`src/rtl/altair_io_pkg.sv`:
```
// Shared constants for the Altair front-panel I/O path (port 0xFF sense/program).
package altair_io_pkg;
  localparam logic [7:0] PORT_SENSE = 8'hFF;
  localparam int LEVEL_W = 8;
  localparam logic [LEVEL_W-1:0] LEVEL_MAX = 8'hFF;
endpackage

```
`src/rtl/led_envelope.sv`:
```
// One programmed-output LED: saturating attack/decay brightness level and registered PWM compare.
module led_envelope
  import altair_io_pkg::*;
#(
  parameter int ATTACK = 32,
  parameter int DECAY  = 8
) (
  input  logic               clk,
  input  logic               reset,
  input  logic               tick,
  input  logic               on,
  input  logic [LEVEL_W-1:0] pwm_cnt,
  output logic               pwm
);

  logic [LEVEL_W-1:0] level_q, level_d;
  logic [LEVEL_W:0]   sum;
  logic               pwm_q;

  always_comb begin
    level_d = level_q;
    sum     = {1'b0, level_q} + (LEVEL_W+1)'(ATTACK);
    if (tick) begin
      // Carry out of the 9-bit sum means the add overshot full brightness.
      if (on) level_d = sum[LEVEL_W] ? LEVEL_MAX : sum[LEVEL_W-1:0];
      else    level_d = (level_q < LEVEL_W'(DECAY)) ? '0 : level_q - LEVEL_W'(DECAY);
    end
  end

  always_ff @(posedge clk) begin
    if (reset) begin
      level_q <= '0;
      pwm_q   <= 1'b0;
    end else begin
      level_q <= level_d;
      pwm_q   <= (level_q > pwm_cnt) || (level_q == LEVEL_MAX);
    end
  end

  assign pwm = pwm_q;

endmodule

```
`src/rtl/programmed_output.sv`:
```
// OUT 0xFF front-panel path: latches the CPU byte, flags changes, and drives eight
// persistence-enveloped PWM LEDs from a shared prescaler and PWM counter.
module programmed_output
  import altair_io_pkg::*;
#(
  parameter int PRESCALE = 1000,
  parameter int ATTACK   = 32,
  parameter int DECAY    = 8,
  parameter int INVERT   = 1
) (
  input  logic       clk,
  input  logic       reset,
  input  logic       wr,
  input  logic [7:0] data_in,
  output logic [7:0] data_out,
  output logic       changed,
  output logic [7:0] led_pwm
);

  localparam int PRE_W = $clog2(PRESCALE);
  localparam logic [PRE_W-1:0] PRE_LAST = PRE_W'(PRESCALE - 1);

  logic [7:0]         data_q, data_d, wr_val;
  logic               changed_q, changed_d;
  logic [PRE_W-1:0]   presc_q, presc_d;
  logic [LEVEL_W-1:0] pwm_cnt_q, pwm_cnt_d;
  logic               tick;

  // The CPU side has no handshake: every wr strobe is accepted in its own cycle.
  always_comb begin
    wr_val    = (INVERT != 0) ? ~data_in : data_in;
    data_d    = data_q;
    changed_d = 1'b0;
    if (wr) begin
      data_d    = wr_val;
      changed_d = (wr_val != data_q);
    end
    tick      = (presc_q == PRE_LAST);
    presc_d   = tick ? '0 : presc_q + PRE_W'(1);
    pwm_cnt_d = pwm_cnt_q + LEVEL_W'(1);
  end

  always_ff @(posedge clk) begin
    if (reset) begin
      data_q    <= '0;
      changed_q <= 1'b0;
      presc_q   <= '0;
      pwm_cnt_q <= '0;
    end else begin
      data_q    <= data_d;
      changed_q <= changed_d;
      presc_q   <= presc_d;
      pwm_cnt_q <= pwm_cnt_d;
    end
  end

  // Envelopes see data_q, so a tick coincident with a write uses the pre-write bit.
  for (genvar i = 0; i < 8; i++) begin : g_env
    led_envelope #(
      .ATTACK(ATTACK),
      .DECAY (DECAY)
    ) u_env (
      .clk    (clk),
      .reset  (reset),
      .tick   (tick),
      .on     (data_q[i]),
      .pwm_cnt(pwm_cnt_q),
      .pwm    (led_pwm[i])
    );
  end

  assign data_out = data_q;
  assign changed  = changed_q;

endmodule
```
`config.mk`:
```
export PLATFORM = sky130hd
export DESIGN_NAME = programmed_output
export DESIGN_NICKNAME = d
export VERILOG_FILES = /design/src/rtl/altair_io_pkg.sv /design/src/rtl/led_envelope.sv /design/src/rtl/programmed_output.sv
export SDC_FILE = /design/constraint.sdc
export NUM_CORES = 1
export LEC_CHECK = 0
export ABC_AREA = 1
export CORE_MARGIN = 4
export CORE_UTILIZATION = 50
export DETAILED_ROUTE_END_ITERATION = 6
export GPL_TIMING_DRIVEN = 0
export PLACE_DENSITY = 0.68
export SLEW_MARGIN = 10
export SYNTH_ARGS = -nofsm -noshare
export SYNTH_HDL_FRONTEND = slang
export SYNTH_SLANG_ARGS = --single-unit
```
`constraint.sdc`:
```
create_clock -name clk -period 2.4 [get_ports clk]
set_clock_uncertainty 0.05 [all_clocks]
set_input_delay 0.6 -clock clk [delete_from_list [all_inputs] [get_ports clk]]
set_output_delay 0.6 -clock clk [all_outputs]
set_load 0.01 [all_outputs]
```
==> flow_metrics.py <==
metrics = {
    "layout": {
        "nNetsFinal": 1118,
        "n_antenna_cell": 0,
        "fin_cells": 1186,
        "final_cell_mix": "nand2_1, inv_1, nor2_1, ha_1, a21oi_1",
        "seqCellArea_mm2": 0.00166,
        "fillCellCount": 1250,
        "final_common_cell": "nand2_1",
        "postLayoutCoreUtil_pct": 57.7,
        "drive_above_1_share_pct": 5.42,
        "syn2layout_area_growth_pct": 11.6,
        "multiInputGateArea_mm2": 0.00420,
    },
    "setup_path": {
        "r2r-end": "pwm_cnt_q[7]$_SDFF_PP0_",
        "worstPathCellList": "buf_4, clkdlybuf4s50_1",
        "worstPathArrival_ps": 1540,
        "crit_required_ps": 1750,
        "worstReg2RegStart": "pwm_cnt_q[0]$_SDFF_PP0_",
        "slowest_delay_ps": 520,
        "cp_top_family": "buffers and inverters",
        "cp_max_fo": 9,
        "critPathLaunch": "data_out[6]$_SDFFE_PP0P_",
        "crit_buf_inv": 2,
        "critPathLaunchType": "flip-flop",
        "worstSetupPathType": "reg2out",
        "r2r_cells": 7,
        "worst_path_max_delay_cell": "clkdlybuf4s50_1",
        "reg2reg_slack_ps": 580,
        "end_kind": "primary output",
    },
    "floorplanning": {
        "die_w_um": 123,
        "placementRows": 41,
        "dieArea_mm2": 0.0152,
        "fp.dieH_um": 123,
        "core_mm2": 0.0128,
        "start_util_pct": 51.7,
        "io_pins": 28,
    },
    "clock_tree": {
        "numCtsBuffers": 9,
        "clk_pin_slew_ps": 70,
        "cts.sinks": 83,
        "ctsResizeCount": 0,
        "post_cts_buffers": 0,
        "clockBufferDepth": 2,
        "cts_root_buf": "clkbuf_16",
        "htree_levels": 3,
        "cts_tree": "done",
        "insertion_delay_ps": 350,
        "cts_hold_buf": 0,
    },
    "global_route": {
        "antenna_found_initial": 0,
        "grt_pass1_wl_um": 27600,
        "grt_pass1_vias": 5447,
        "grt_max_degree": 17,
        "track_usage_pct": 23.6,
        "grt_overflow": 0,
    },
    "yosys": {
        "synth_edf_count": 0,
        "netlist_area_mm2": 0.00663,
        "synth-xor-area-share_pct": 4.62,
        "syn-num-nets": 1080,
        "syn_area_per_cell_um2": 6.83,
        "synthSimpleGateAreaFrac_pct": 27.4,
        "yosys_most_used_dff": "dfxtp_1",
        "synth-compound-area-share_pct": 12.9,
        "synthAdderAreaFrac_pct": 18.5,
        "ys_ff_latch": 83,
        "synth_top_family_by_area": "simple AND/OR/NAND/NOR gates",
        "yosys-mux-area-fraction_pct": 0,
        "seq_area_frac_synth_pct": 25.1,
        "ys_types": 37,
        "synth_cells": 971,
        "async_reset_ff_share_pct": 0,
        "yosysWarningCount": 0,
    },
    "placement": {
        "port_buffers": 27,
        "post-dp-hpwl_um": 11900,
        "dp.cells": 1170,
        "gp_congestion": 0.857,
    },
    "timing": {
        "rsz0062_at_grt": "no",
        "tightest_slew_ps": 781,
        "slew_violations": 0,
        "finalSetupViolCount": 0,
        "finalHoldViolations": 0,
        "period_share_pct": 91.3,
        "fmax_mhz": 457,
        "fin_tns_setup_ps": 0,
        "finalCriticalPeriod_ps": 2190,
        "max_slew_margin_pct": 47.9,
    },
    "route": {
        "vias": 6085,
        "drc": 0,
        "wl_per_cell_um": 14.4,
        "postRouteAntennaNets": 0,
        "wl_um": 17100,
        "dr.first_iter.drc_count": 348,
        "drt-pass1-iter-count": 5,
        "avgViaCountPerCell": 5.13,
    },
    "worst_hold_path": {
        "min_from": "presc_q[0]$_SDFF_PP0_",
        "holdPathStages": 1,
        "hold_path_end": "presc_q[0]$_SDFF_PP0_",
        "min_path_type": "reg2reg",
    },
    "power": {
        "p_per_area_mw_per_mm2": 430,
        "p_leak_uw": 0.00379,
        "seq_power_share_pct": 45.2,
        "p_comb_share_pct": 11.5,
        "p_int_uw": 2290,
        "swShare_pct": 28.0,
        "ir_drop_uv": 491,
        "p_switching_uw": 890,
        "clockPowerShare_pct": 43.3,
    },
    "flow_run": {
        "max_cap_viol_count": 0,
    },
    "outcome": {
        "outcome": "complete, no violations",
    },
}
cell usage after synthesis (2+ instances only):
cell | instances | area, µm²
a21o_1 | 8 | 60.1
a21oi_1 | 84 | 420
a31oi_1 | 4 | 25.0
buf_4 | 19 | 143
buf_6 | 3 | 33.8
clkbuf_1 | 10 | 37.5
clkbuf_8 | 2 | 27.5
dfxtp_1 | 83 | 1660
ha_1 | 98 | 1230
inv_1 | 132 | 495
inv_2 | 2 | 7.51
nand2_1 | 217 | 815
nand2_2 | 2 | 12.5
nand3_1 | 25 | 125
nand4_1 | 17 | 106
nor2_1 | 126 | 473
nor3_1 | 25 | 125
nor3b_1 | 5 | 37.5
nor3b_2 | 2 | 25.0
o21ai_0 | 36 | 180
o21bai_1 | 20 | 150
or2_0 | 2 | 12.5
or2_2 | 2 | 12.5
xnor2_1 | 16 | 140
xor2_1 | 19 | 166
per-layer routing:
layer | vias up | routed length, µm | global-route usage, %
met5 | - | 0 | 0
met4 | 0 | 228 | 4.64
met3 | 19 | 863 | 4.62
met2 | 139 | 8030 | 39.6
met1 | 2736 | 7950 | 31.8
li1 | 3191 | - | -
cell type report:
type	count	share of cell area, %
plain buffers	36	3.52
clock buffers	9	3.04
clock inverters	7	0.794
inverters	135	6.85
multi-input cells	717	56.8
flip-flops and latches	83	22.4
well taps	172	2.91
repair buffers	27	3.65
per-stage QoR:
step / instance area (µm²) / setup WS, ps / hold slack [ps] / total power [µW]
final: 7400 / 210 / 416 / 3180
after global routing: 7400 / 128 / 461 / 3300
after CTS: 7400 / 194 / 425 / 3210
after detailed placement: 7120 / 147 / 408 / 1840
after global placement: 7120 / 106 / 400 / 1830
after floorplan: 6630 / 938 / 380 / 1690
flip-flops by register name (all words and copies together) (netlist names):
name / cells
changed: 1
data_out: 8
g_env.u_env.level_q: 48
g_env.u_env.pwm: 8
presc_q: 10
pwm_cnt_q: 8
power groups by stage:
stage	combinational [µW]	sequential, µW	clock, µW
floorplan	235	1460	0
global placement	362	1470	0
detailed placement	364	1470	0
CTS	366	1440	1400
global route	410	1440	1450
finish	366	1440	1380
worst max path at each step:
stage,end,slack (ps),depth (start not counted)
global placement,g_env[1].u_env.level_q[5]$_SDFFE_PP0P_,110,5
global route,data_out[1],130,2
detailed placement,g_env[1].u_env.level_q[5]$_SDFFE_PP0P_,150,5
finish,data_out[6],210,2
CTS,data_out[1],190,2
floorplan,g_env[0].u_env.level_q[7]$_SDFFE_PP0P_,940,8
logic make-up after synthesis:
family,count (synthesis)
compound gates,155
xor+xnor,35
fa+ha+maj,98
buf+inv,171
flops,83
simple gates,429
Note: power is estimated with default switching activity, not from simulation.
